===== src/rtl/dmem_lsu_if.sv =====
// Word-addressed valid/ready data-memory bus between the load/store unit (master) and memory.
// Read data returns on a separate rvalid strobe at least one cycle after the request is accepted.
interface dmem_lsu_if;
    logic        valid;
    logic        ready;
    logic        we;
    logic [31:0] addr;
    logic [3:0]  be;
    logic [31:0] wdata;
    logic        rvalid;
    logic [31:0] rdata;

    modport master (
        output valid, we, addr, be, wdata,
        input  ready, rvalid, rdata
    );

    modport slave (
        input  valid, we, addr, be, wdata,
        output ready, rvalid, rdata
    );
endinterface


===== src/rtl/dmem_lsu.sv =====
// MEM-stage load/store unit: lane alignment, load extension, misalignment detection and a
// stalling valid/ready bus sequencer with a per-phase timeout.
module dmem_lsu #(
    parameter int unsigned BUS_TIMEOUT = 255
) (
    input  logic        clk,
    input  logic        rst_n,
    input  logic [31:0] req_addr_i,
    input  logic [31:0] req_wdata_i,
    input  logic [3:0]  req_we_i,
    input  logic        req_re_i,
    input  logic [2:0]  req_funct3_i,
    output logic        stall_o,
    output logic [31:0] rdata_o,
    output logic        misalign_o,
    output logic        err_o,
    dmem_lsu_if.master  mem
);
    typedef enum logic [1:0] {StIdle, StReq, StWaitR, StDone} state_e;

    localparam logic [7:0] CntLast = 8'(BUS_TIMEOUT - 1);

    state_e      state_q;
    logic [7:0]  cnt_q;
    logic [31:0] rdata_q;
    logic        misalign_q;
    logic        err_q;

    logic [1:0]  off;
    logic        is_store;
    logic        is_load;
    logic        is_req;
    logic        is_word;
    logic        is_half;
    logic        misaligned;
    logic        start;
    logic [7:0]  byte_sel;
    logic [15:0] half_sel;
    logic [31:0] ext_data;

    assign off      = req_addr_i[1:0];
    assign is_store = |req_we_i;
    assign is_load  = req_re_i & ~is_store;
    assign is_req   = is_store | req_re_i;

    // Access size comes from the write enables for stores and from funct3 for loads.
    always_comb begin
        is_word = 1'b0;
        is_half = 1'b0;
        if (is_store) begin
            is_word = req_we_i[3] | req_we_i[2];
            is_half = ~is_word & req_we_i[1];
        end else begin
            is_word = req_funct3_i[1];
            is_half = (req_funct3_i[1:0] == 2'b01);
        end
    end

    assign misaligned = is_req & ((is_half & off[0]) | (is_word & (off != 2'b00)));
    assign start      = is_req & ~misaligned;

    assign byte_sel = mem.rdata[{off, 3'b000} +: 8];
    assign half_sel = mem.rdata[{off[1], 4'b0000} +: 16];

    always_comb begin
        ext_data = mem.rdata;
        unique case (req_funct3_i)
            3'b000:  ext_data = {{24{byte_sel[7]}}, byte_sel};
            3'b100:  ext_data = {24'b0, byte_sel};
            3'b001:  ext_data = {{16{half_sel[15]}}, half_sel};
            3'b101:  ext_data = {16'b0, half_sel};
            default: ext_data = mem.rdata;
        endcase
    end

    always_ff @(posedge clk or negedge rst_n) begin
        if (!rst_n) begin
            state_q    <= StIdle;
            cnt_q      <= 8'd0;
            rdata_q    <= 32'd0;
            misalign_q <= 1'b0;
            err_q      <= 1'b0;
        end else begin
            misalign_q <= 1'b0;
            err_q      <= 1'b0;
            unique case (state_q)
                StIdle: begin
                    cnt_q <= 8'd0;
                    if (misaligned) begin
                        misalign_q <= 1'b1;
                    end else if (start) begin
                        if (mem.ready) begin
                            state_q <= is_load ? StWaitR : StDone;
                        end else begin
                            state_q <= StReq;
                        end
                    end
                end
                StReq: begin
                    // Acceptance in the final allowed cycle still wins over the timeout.
                    if (mem.ready) begin
                        state_q <= is_load ? StWaitR : StDone;
                        cnt_q   <= 8'd0;
                    end else if (cnt_q == CntLast) begin
                        err_q   <= 1'b1;
                        state_q <= StDone;
                        if (is_load) begin
                            rdata_q <= 32'd0;
                        end
                    end else begin
                        cnt_q <= cnt_q + 8'd1;
                    end
                end
                StWaitR: begin
                    if (mem.rvalid) begin
                        rdata_q <= ext_data;
                        state_q <= StDone;
                    end else if (cnt_q == CntLast) begin
                        err_q   <= 1'b1;
                        rdata_q <= 32'd0;
                        state_q <= StDone;
                    end else begin
                        cnt_q <= cnt_q + 8'd1;
                    end
                end
                StDone: begin
                    state_q <= StIdle;
                end
                default: begin
                    state_q <= StIdle;
                end
            endcase
        end
    end

    // Gated by rst_n so an in-flight request drops off the bus the moment reset asserts.
    assign stall_o   = rst_n & (((state_q == StIdle) & start) | (state_q == StReq) |
                                (state_q == StWaitR));
    assign mem.valid = rst_n & (((state_q == StIdle) & start) | (state_q == StReq));

    assign mem.we    = is_store;
    assign mem.addr  = {req_addr_i[31:2], 2'b00};
    assign mem.be    = is_store ? (req_we_i << off) : 4'b0000;
    assign mem.wdata = req_wdata_i << {off, 3'b000};

    assign rdata_o    = rdata_q;
    assign misalign_o = misalign_q;
    assign err_o      = err_q;
endmodule


===== src/flat_wrapper.sv =====
// flat-port wrapper written by rule: the top's interface ports become plain ports
module dmem_lsu_flat 
#(
    parameter int unsigned BUS_TIMEOUT = 255
)
  (clk, rst_n, req_addr_i, req_wdata_i, req_we_i, req_re_i, req_funct3_i, stall_o, rdata_o, misalign_o, err_o, mem_valid, mem_we, mem_addr, mem_be, mem_wdata, mem_ready, mem_rvalid, mem_rdata);
  dmem_lsu_if mem_i ();
  input  logic clk;
  input  logic rst_n;
  input  logic [31:0] req_addr_i;
  input  logic [31:0] req_wdata_i;
  input  logic [3:0] req_we_i;
  input  logic req_re_i;
  input  logic [2:0] req_funct3_i;
  output logic stall_o;
  output logic [31:0] rdata_o;
  output logic misalign_o;
  output logic err_o;
  output wire logic [$bits(mem_i.valid)-1:0] mem_valid;
  output wire logic [$bits(mem_i.we)-1:0] mem_we;
  output wire logic [$bits(mem_i.addr)-1:0] mem_addr;
  output wire logic [$bits(mem_i.be)-1:0] mem_be;
  output wire logic [$bits(mem_i.wdata)-1:0] mem_wdata;
  input wire logic [$bits(mem_i.ready)-1:0] mem_ready;
  input wire logic [$bits(mem_i.rvalid)-1:0] mem_rvalid;
  input wire logic [$bits(mem_i.rdata)-1:0] mem_rdata;
  assign mem_valid = mem_i.valid;
  assign mem_we = mem_i.we;
  assign mem_addr = mem_i.addr;
  assign mem_be = mem_i.be;
  assign mem_wdata = mem_i.wdata;
  assign mem_i.ready = mem_ready;
  assign mem_i.rvalid = mem_rvalid;
  assign mem_i.rdata = mem_rdata;
  dmem_lsu #(.BUS_TIMEOUT(BUS_TIMEOUT)) u_core (.clk(clk), .rst_n(rst_n), .req_addr_i(req_addr_i), .req_wdata_i(req_wdata_i), .req_we_i(req_we_i), .req_re_i(req_re_i), .req_funct3_i(req_funct3_i), .stall_o(stall_o), .rdata_o(rdata_o), .misalign_o(misalign_o), .err_o(err_o), .mem(mem_i));
endmodule

===== config.mk =====
export PLATFORM = sky130hd
export DESIGN_NAME = dmem_lsu_flat
export DESIGN_NICKNAME = d
export VERILOG_FILES = /design/src/rtl/dmem_lsu_if.sv /design/src/rtl/dmem_lsu.sv /design/src/flat_wrapper.sv
export SDC_FILE = /design/constraint.sdc
export NUM_CORES = 1
export LEC_CHECK = 0
export ABC_CLOCK_PERIOD_IN_PS = 1990
export CORE_UTILIZATION = 35
export CTS_BUF_LIST = sky130_fd_sc_hd__clkbuf_16
export CTS_CLUSTER_DIAMETER = 40
export DETAILED_ROUTE_END_ITERATION = 10
export HOLD_SLACK_MARGIN = 0.02
export PLACE_DENSITY = 0.84
export SLEW_MARGIN = 20
export SYNTH_ARGS = -nofsm -noshare
export SYNTH_HDL_FRONTEND = slang
export SYNTH_SLANG_ARGS = --single-unit

===== constraint.sdc =====
create_clock -name clk -period 1.99 [get_ports clk]
set_clock_uncertainty 0.05 [all_clocks]
set_input_delay 0.398 -clock clk [delete_from_list [all_inputs] [get_ports clk]]
set_output_delay 0.398 -clock clk [all_outputs]
set_load 0.01 [all_outputs]

==> metrics.md, run 1 <==
| Metric | Value |
|---|---|
| Synth Area in Simple Gates | 0.156 |
| Vias in the first global route | 4007 |
| RSZ-0062 raised after global routing | true |
| Die height | 104 um |
| Non-Filler Instances | 733 |
| Syn Area/Cell | 8.40 um^2 |
| Post-synthesis mux area share | 0.111 |
| Crit path DAT | 1.67 ns |
| Number of CTS-inserted buffers | 5 |
| Largest family of logic cells by synthesized area | compound AO/OA/AOI/OAI gates |
| Post-synthesis register bit count | 44 |
| # hold bufs at CTS | 0 |
| Failing checks | negative setup slack |
| CTS H-tree lvls | 2 |
| Sequential share of the synthesized area | 0.302 |
| PD cells | 868 nW/um^2 |
| CTS Sinks | 44 |
| Placed cells | 713 |
| Worst vdd ir | 0.000526 V |
| Most frequent cells in the layout | 98 x clkdlybuf4s50_1, 57 x buf_4, 44 x dfrtp_1, 40 x nand2_1, 36 x dlygate4sd2_1 |
| Rel. slew slack | 0.627 |
| Core Box Area | 9910 um^2 |
| PnR worst setup slack | -0.132 ns |
| Fillers | 883 |
| I/O Pins | 213 |
| Tmin final | 2.12 ns |
| Initial antenna violation count | 1 |
| Die extent in x | 104 um |
| Pleak | 0.00246 uW |
| Number of DRC markers in iteration 0 | 195 |
| Vias per Instance | 5.59 |
| Total track usage | 0.236 |
| CTS root buf | clkbuf_16 |
| Period utilization | 1.07 |
| IO buf count | 150 |
| Core Rows | 36 |
| GR Overflow Total | 0 |
| DP Wirelength | 9.72 mm |
| Status | finished with violations |
| Commonest non-fill, non-tap cell in the layout | clkdlybuf4s50_1 |
| Post-synthesis compound-gate area fraction | 0.291 |
| Area Overhead vs Synth | 56.2% |
| DRC viols | 0 |
| Final setup violation count | 2 |
| Routed via count | 4098 |
| MaxCap Viol Count | 0 |
| Synth Warn # | 0 |
| Yosys cell types | 59 |
| Final hold violations | 0 |
| Largest net degree at the start of global routing | 45 |
| GP Congestion | 0.910 |
| CP Capture Type | output port |
| First-pass GRT wire length | 20.5 mm |
| Mapped Area | 3640 um^2 |
| Post-synth EDFFs | 0 |
| Main synth FF type | dfrtp_1 |
| Bufs on Longest Clock Path | 2 |
| Post-Route WL | 13.1 mm |
| CTS tree | done |
| Cells after synthesis | 434 |
| Starting Density | 0.368 |
| Max Clock Freq | 471 MHz |
| Fin. max-slew vios | 0 |
| Worst-path maximum fanout | 2 |
| Worst setup path category | in -> out |
| Nets | 712 |
| Leading area contributor after synthesis | dfrtp_1 |
| Routed length per instance | 17.8 um |
| Clk_lat worst skew | 0.28 ns |
| Final hold slack | 0.230 ns |
| Drt first pass iters | 5 |
| Top post-synthesis cells by area | dfrtp_1 30%, buf_4 7.2%, mux2i_1 6.0% |
| Layout cells sized above 1 | 0.234 |
| Worst Path Required | 1.54 ns |
| Clock-pin slew on the worst setup and hold paths | 0.06 ns |
| Die Area | 10800 um^2 |
| XOR/XNOR Fraction of Synth Area | 0 |
| Top-area cell type share of the netlist area | 0.302 |
| Place WS | -0.931 ns |
| Synth async-reset ratio | 1.00 |
| Final antenna-violating net count | 0 |
| Post-synthesis adder-cell area fraction | 0.0206 |
| Worst min path class | in -> async |
| Startpoint types | primary input |
| Worst-margin pin slew | 0.560 ns |
## synth_stat cells, types with 10 or more instances
| cell type | n |
|---|---|
| dfrtp_1 | 44 |
| nand2_1 | 40 |
| o21ai_0 | 37 |
| a21oi_1 | 35 |
| buf_4 | 35 |
| a31oi_1 | 24 |
| mux2i_1 | 22 |
| nor2_1 | 21 |
| mux2_2 | 15 |
| nor2b_1 | 14 |
| clkbuf_1 | 13 |
| o31ai_1 | 12 |
| inv_1 | 11 |
| and2_1 | 10 |
## report_power, final
group / switching (uW) / leakage (uW) / internal, uW / total [uW]
Clock: 314 / 0.0000738 / 451 / 765
Combinational: 1340 / 0.00180 / 1450 / 2800
Sequential: 178 / 0.000584 / 1200 / 1380
Total: 1840 / 0.00246 / 3100 / 4940
## per-layer routing
| metal | global-route usage | part of all wire |
|---|---|---|
| met5 | 0 | 0 |
| met4 | 0.0847 | 0.032 |
| met3 | 0.0420 | 0.071 |
| met2 | 0.427 | 0.52 |
| met1 | 0.277 | 0.38 |
## state kept, by name, summed over array words and instances (netlist names)
register / cells
u_core.err_o: 1
u_core.rdata_o: 32
u_core.cnt_q: 8
u_core.state_q: 2
u_core.misalign_o: 1
## critical path, stage by stage
cell and delay, ns:
buf_6 0.10, or3b_4 0.41, a221oi_4 0.28, nor2_1 0.11, o31a_1 0.24, buf_2 0.13
## area by class of cell
| type | instances | area [um^2] | share of cell area |
|---|---|---|---|
| well taps | 133 | 166 | 0.0292 |
| inverters | 12 | 45.0 | 0.00791 |
| diodes | 1 | 2.50 | 0.000440 |
| flip-flops and latches | 44 | 1100 | 0.193 |
| repair buffers | 217 | 1980 | 0.349 |
| clock inverters | 3 | 11.3 | 0.00198 |
| clock buffers | 5 | 125 | 0.0220 |
| multi-input cells | 318 | 2260 | 0.396 |
## path summary, 6_finish.rpt
| check | depth (start not counted) | start | to | slack (ns) |
|---|---|---|---|---|
| max | 6 | req_we_i[0] | stall_o | -0.13 |
| min | 2 | rst_n | u_core.rdata_o[11]$_DFFE_PN0P_ | 0.23 |
| max reg2reg | 8 | u_core.state_q[1]$_DFFE_PN0P_ | u_core.rdata_o[9]$_DFFE_PN0P_ | 0.07 |
| min reg2reg | 2 | u_core.rdata_o[4]$_DFFE_PN0P_ | u_core.rdata_o[4]$_DFFE_PN0P_ | 0.46 |
| max in group asynchronous | 2 | rst_n | u_core.rdata_o[22]$_DFFE_PN0P_ | 1.27 |
| min in group clk | 2 | u_core.rdata_o[4]$_DFFE_PN0P_ | u_core.rdata_o[4]$_DFFE_PN0P_ | 0.46 |
## stage by stage
step	area [um^2]	util	setup TNS, ns	total power (uW)
6_report	5690	0.574	-0.227	4940
5_1_grt	5690	0.574	-0.288	5240
4_1_cts	5550	0.560	-0.138	4820
3_5_place_dp	5350	0.540	-19.31	4060
3_3_place_gp	5350	0.540	-16.38	3980
2_1_floorplan	3650	-	0	2730
## cell families after synthesis
logic type               after synthesis
AND/OR/NAND/NOR                      112
AO/OA/AOI/OAI                        160
other                                  1
multiplexers                          38
flip-flops                            44
buffers and inverters                 73
adder cells (fa/ha/maj)                6
## repair_timing
item	in CTS	in global routing
hold endpoints to repair	0	0
buffers inserted	6	3
resized for setup	88	41
endpoints found under the setup margin	63	40
cloned	2	0
pin swaps	8	5
Power figures use the tool's default switching activity.
==> run 2: changes to the inputs <==
--- a/config.mk
+++ b/config.mk
@@ -5,13 +5,13 @@
 export SDC_FILE = /design/constraint.sdc
 export NUM_CORES = 1
 export LEC_CHECK = 0
-export ABC_CLOCK_PERIOD_IN_PS = 1990
-export CORE_UTILIZATION = 35
+export ABC_CLOCK_PERIOD_IN_PS = 2100
+export CORE_UTILIZATION = 39
 export CTS_BUF_LIST = sky130_fd_sc_hd__clkbuf_16
 export CTS_CLUSTER_DIAMETER = 40
 export DETAILED_ROUTE_END_ITERATION = 10
 export HOLD_SLACK_MARGIN = 0.02
-export PLACE_DENSITY = 0.84
+export PLACE_DENSITY = 0.89
 export SLEW_MARGIN = 20
 export SYNTH_ARGS = -nofsm -noshare
 export SYNTH_HDL_FRONTEND = slang
==> constraint.sdc (replaced) <==
create_clock -name clk -period 2.1 [get_ports clk]
set_clock_uncertainty 0.05 [all_clocks]
set_input_delay 0.42 -clock clk [delete_from_list [all_inputs] [get_ports clk]]
set_output_delay 0.42 -clock clk [all_outputs]
set_load 0.01 [all_outputs]
==> run 2 against run 1 <==
The flow still finishes with violations (negative setup slack). Clock-buffer cell count did not move. Die area fell by 10%. Routed wire length fell by 0.41%. Largest cell class unchanged. Highest routed layer unchanged.
==> metrics.md, run 2 (same netlist as run 1, synthesis figures left out) <==
| Metric | Value |
|---|---|
| RSZ-0062 raised after global routing | true |
| Worst Path Buf+Inv | 2 |
| Number of DRC markers in iteration 0 | 309 |
| PD cells | 827 nW/um^2 |
| Number of CTS-inserted buffers | 5 |
| Worst min path class | in -> async |
| GP Congestion | 0.932 |
| DRC viols | 0 |
| Final Util | 0.627 |
| Die Area | 9730 um^2 |
| Routed via count | 4118 |
| Tmin final | 2.12 ns |
| Max FFs per register | 32 |
| Startpoint types | primary input |
| Max Clock Freq | 472 MHz |
| Worst Path Required | 1.63 ns |
| CTS H-tree lvls | 2 |
| Starting Density | 0.410 |
| Cell area after layout | 5580 um^2 |
| Rel. slew slack | 0.650 |
| Largest net degree at the start of global routing | 44 |
| Status | finished with violations |
| Layout cells sized above 1 | 0.202 |
| IO buf count | 150 |
| Cell depth of the worst flop-to-flop path | 8 |
| Final antenna-violating net count | 0 |
| Total track usage | 0.264 |
| Worst setup path category | in -> out |
| Routed length per instance | 18.4 um |
| I/O Pins | 213 |
| Worst vdd ir | 0.000359 V |
| CP delay by family, top | simple AND/OR/NAND/NOR gates |
| Period utilization | 1.01 |
| Clock-pin slew on the worst setup and hold paths | 0.06 ns |
| First-pass GRT wire length | 20.7 mm |
| CP Capture Type | output port |
| Nets | 712 |
| Drt first pass iters | 5 |
| Post-Route WL | 13.0 mm |
| PnR worst setup slack | -0.0203 ns |
| Clk_lat worst skew | 0.28 ns |
| Core Box Area | 8890 um^2 |
| Bufs on Longest Clock Path | 2 |
| Worst path cell trace | buf_6, or3b_4, a221oi_4, nor2_2, o31a_1, buf_2 |
| DP Wirelength | 9.84 mm |
| Initial antenna violation count | 0 |
| Core Rows | 34 |
| Pleak | 0.00246 uW |
| Die height | 98.7 um |
| MaxCap Viol Count | 0 |
| DP Area | 5330 um^2 |
| Failing checks | negative setup slack |
| Crit path DAT | 1.65 ns |
| Slowest CP cell | or3b_4 |
| GR Overflow Total | 0 |
| Area Overhead vs Synth | 53.1% |
| Worst-margin pin slew | 0.524 ns |
| Vias in the first global route | 4016 |
| Fillers | 712 |
| CTS tree | done |
| CP peak stage delay | 0.41 ns |
| CTS Sinks | 44 |
| Final setup violation count | 1 |
| Worst path depth | 6 |
| Die extent in x | 98.7 um |
| CTS root buf | clkbuf_16 |
| Final hold violations | 0 |
| ANT cells | 0 |
| Most frequent cells in the layout | 104 x clkdlybuf4s50_1, 63 x buf_4, 44 x dfrtp_1, 40 x nand2_1, 36 x o21ai_0 |
| Commonest non-fill, non-tap cell in the layout | clkdlybuf4s50_1 |
| Fin. max-slew vios | 0 |
| Vias per Instance | 5.82 |
| Worst-path maximum fanout | 2 |
## run 2: through the flow
stage / std cells / worst slack (ns) / TNS, ns / total power (uW) / hold WS [ns]
floorplan: 435 / 0.0994 / 0 / 2580 / 0.0744
global placement: 690 / -0.707 / -11.19 / 3770 / 0.204
detailed placement: 690 / -0.832 / -15.10 / 3840 / 0.207
CTS: 707 / -0.0427 / -0.0846 / 4580 / 0.443
global route: 707 / -0.0587 / -0.151 / 4920 / 0.465
finish: 707 / -0.0203 / -0.0203 / 4610 / 0.453
## run 2: layer usage
metal | up-vias | track usage | share of wire
li1 | 1893 | - | -
met1 | 1932 | 0.319 | 0.37
met3 | 58 | 0.0589 | 0.092
met4 | 0 | 0.115 | 0.046
met5 | - | 0 | 0
met2 | 235 | 0.453 | 0.49
## run 2: final cells by class
class	instances	area [um^2]	area share
clock inverters	3	15.0	0.00269
flip-flops and latches	44	1100	0.197
multi-input cells	318	2190	0.392
inverters	12	45.0	0.00807
well taps	108	135	0.0242
repair buffers	217	1970	0.353
clock buffers	5	125	0.0224
## run 2: power breakdown
| part | switching [uW] | internal (uW) | leakage (uW) | total [uW] |
|---|---|---|---|---|
| Sequential | 162 | 1140 | 0.000584 | 1300 |
| Clock | 315 | 432 | 0.0000687 | 747 |
| Combinational | 1260 | 1310 | 0.00181 | 2570 |
| Total | 1740 | 2880 | 0.00246 | 4610 |
## run 2: path summary, 6_finish.rpt
kind / startpoint / to / slack [ns]
min in group clk: u_core.rdata_o[1]$_DFFE_PN0P_ / u_core.rdata_o[1]$_DFFE_PN0P_ / 0.46
hold reg to reg: u_core.rdata_o[1]$_DFFE_PN0P_ / u_core.rdata_o[1]$_DFFE_PN0P_ / 0.46
hold / removal: rst_n / u_core.misalign_o$_DFF_PN0_ / 0.45
setup reg to reg: u_core.state_q[0]$_DFFE_PN0P_ / u_core.rdata_o[10]$_DFFE_PN0P_ / 0.19
setup / recovery: req_we_i[0] / stall_o / -0.02
max in group asynchronous: rst_n / u_core.state_q[1]$_DFFE_PN0P_ / 0.80
## run 2: repair_timing
action / 4_1_cts / 5_1_grt
cloned: 0 / 0
resized for setup: 64 / 22
endpoints found under the hold margin: 1 / 0
hold buffers: 1 / 0
endpoints found under the setup margin: 60 / 14
pin swaps: 6 / 5
setup buffers: 8 / 0
==> run 3: changes to the inputs <==
--- a/config.mk
+++ b/config.mk
@@ -5,7 +5,7 @@
 export SDC_FILE = /design/constraint.sdc
 export NUM_CORES = 1
 export LEC_CHECK = 0
-export ABC_CLOCK_PERIOD_IN_PS = 2100
+export ABC_CLOCK_PERIOD_IN_PS = 2390
 export CORE_UTILIZATION = 39
 export CTS_BUF_LIST = sky130_fd_sc_hd__clkbuf_16
 export CTS_CLUSTER_DIAMETER = 40
==> constraint.sdc (replaced) <==
create_clock -name clk -period 2.39 [get_ports clk]
set_clock_uncertainty 0.05 [all_clocks]
set_input_delay 0.478 -clock clk [delete_from_list [all_inputs] [get_ports clk]]
set_output_delay 0.478 -clock clk [all_outputs]
set_load 0.01 [all_outputs]
==> run 3 against run 2 <==
Critical endpoint unchanged. Setup slack better by 0.013 ns. Die area stayed put. Routed wire length up 3.2%. The flow still finishes with violations (negative setup slack). Critical path type unchanged. Largest cell class unchanged. Hold slack got worse by 0.11 ns. First-iteration DRC count is 89% higher. Utilization is 1.4 points lower. Sequential power is 11% lower. Cell count decreased by 3.0%. Highest routed layer unchanged. Sequential share of layout area up 0.47 points. Critical path depth unchanged.
==> metrics.md, run 3 (same netlist as run 1, synthesis figures left out) <==
| Metric | Value |
|---|---|
| R2R setup slack | 0.24 ns |
| Worst Path Required | 1.86 ns |
| Vias in the first global route | 4112 |
| MaxCap Viol Count | 0 |
| Worst-margin pin slew | 0.556 ns |
| Worst setup path category | in -> out |
| Area Overhead vs Synth | 49.6% |
| # hold bufs at CTS | 0 |
| Largest net degree at the start of global routing | 45 |
| GP Congestion | 0.968 |
| Drt first pass iters | 6 |
| Rel. slew slack | 0.629 |
| Cell area after layout | 5450 um^2 |
| GR Overflow Total | 0 |
| Final antenna-violating net count | 0 |
| First-pass GRT wire length | 20.7 mm |
| CP Capture Type | output port |
| CP delay by family, top | compound AO/OA/AOI/OAI gates |
| Worst Path Buf+Inv | 2 |
| Worst min path class | in -> async |
| Most frequent cells in the layout | 128 x clkdlybuf4s50_1, 44 x dfrtp_1, 43 x buf_4, 40 x nand2_1, 35 x a21oi_1 |
| Pleak | 0.00231 uW |
| Bufs on Longest Clock Path | 2 |
| DP Area | 5240 um^2 |
| DP Wirelength | 9.98 mm |
| Die Area | 9730 um^2 |
| Vias per Instance | 6.10 |
| Power, Total | 4100 uW |
| Fin. max-slew vios | 0 |
| CTS root buf | clkbuf_16 |
| IO buf count | 150 |
| Worst path cell trace | dlygate4sd2_1, or3b_4, a221oi_2, nor2_1, o31a_1, buf_2 |
| Worst vdd ir | 0.000319 V |
| Final hold violations | 0 |
| RSZ-0062 raised after global routing | true |
| Tmin final | 2.40 ns |
| GR Util met1 | 0.302 |
| Routed length per instance | 19.6 um |
| DRC viols | 0 |
| Period utilization | 1.00 |
| Cell depth of the worst flop-to-flop path | 7 |
| Reg2reg end | u_core.rdata_o[30]$_DFFE_PN0P_ |
| Starting Density | 0.410 |
| Final setup violation count | 1 |
| Global route hottest layer | met2 |
| Total track usage | 0.268 |
| Max FFs per register | 32 |
| CTS Sinks | 44 |
| Layout cells sized above 1 | 0.156 |
| Crit path DAT | 1.87 ns |
| Worst-path maximum fanout | 2 |
| Max Clock Freq | 417 MHz |
| Nets | 691 |
| Routed via count | 4186 |
| Startpoint types | primary input |
| Clk_lat worst skew | 0.28 ns |
| Number of CTS-inserted buffers | 5 |
| Post-Route WL | 13.5 mm |
| Worst path depth | 6 |
| Die extent in x | 98.7 um |
| I/O Pins | 213 |
| Slowest CP cell | or3b_4 |
| Clock-pin slew on the worst setup and hold paths | 0.06 ns |
| Reg2reg start | u_core.state_q[1]$_DFFE_PN0P_ |
| Core Box Area | 8890 um^2 |
| Final hold slack | 0.343 ns |
| Met2 Track Usage GR | 0.475 |
| Commonest non-fill, non-tap cell in the layout | clkdlybuf4s50_1 |
| PnR worst setup slack | -0.00700 ns |
| Status | finished with violations |
| PD cells | 752 nW/um^2 |
| Die height | 98.7 um |
| CP peak stage delay | 0.39 ns |
| CTS H-tree lvls | 2 |
| Met3 GRT Util | 0.0617 |
| Core Rows | 34 |
| Initial antenna violation count | 0 |
| CTS tree | done |
| ANT cells | 0 |
| Failing checks | negative setup slack |
| Number of DRC markers in iteration 0 | 585 |
run 3: cell count changes in the layout (fill, tap and decap cells not counted), moves of 3 or more:
cell / delta
buf_6: -5
clkdlybuf4s50_1: +24
dlygate4sd2_1: -23
a211oi_1: +4
dlymetal6s2s_1: +3
buf_4: -20
a211oi_2: -4
run 3: worst register-to-register path: stages (launching register included):
cell and delay [ns]:
dfrtp_1 0.45, inv_1 0.12, ha_1 0.35, and2b_4 0.27, a32oi_4 0.13, nor2_4 0.24
buf_4 0.26, a31oi_1 0.13
run 3: repair_timing:
action	CTS	global route
pin swaps	3	2
buffers inserted	1	0
cloned	0	1
endpoints found under the setup margin	10	11
gates resized for setup	24	10
run 3: layout make-up:
| type | count | area [um^2] |
|---|---|---|
| Multi-Input combinational cell | 318 | 2130 |
| Sequential cell | 44 | 1100 |
| Clock buffer | 5 | 125 |
| Fill cell | 657 | 3440 |
| Clock inverter | 3 | 38.8 |
| Inverter | 12 | 45.0 |
| Tap cell | 108 | 135 |
| Timing Repair Buffer | 196 | 1870 |
run 3: layer usage:
| metal | vias to the layer above | wire [um] |
|---|---|---|
| met2 | 296 | 6570 |
| met1 | 1959 | 4830 |
| li1 | 1856 | - |
| met5 | - | 0 |
| met4 | 0 | 687 |
| met3 | 75 | 1360 |
run 3: where the power goes:
group / switching (uW) / internal (uW)
sequential: 164 / 998
clock: 274 / 487
combinational: 1090 / 1090
run 3: through the flow:
step / TNS (ns) / utilization / setup slack, ns / instances
floorplan: 0 / - / 0.273 / 435
global placement: -1.54 / 0.589 / -0.521 / 676
detailed placement: -3.19 / 0.589 / -0.624 / 676
CTS: -0.00134 / 0.608 / -0.00134 / 685
global route: -0.0353 / 0.613 / -0.0353 / 686
finish: -0.00700 / 0.613 / -0.00700 / 686
run 3: worst max path at each step:
stage,startpoint,to
after global routing,req_we_i[1],stall_o
final,req_we_i[1],stall_o
after global placement,req_funct3_i[1],stall_o
after floorplan,req_we_i[2],stall_o
after detailed placement,req_we_i[1],stall_o
after CTS,req_we_i[1],stall_o
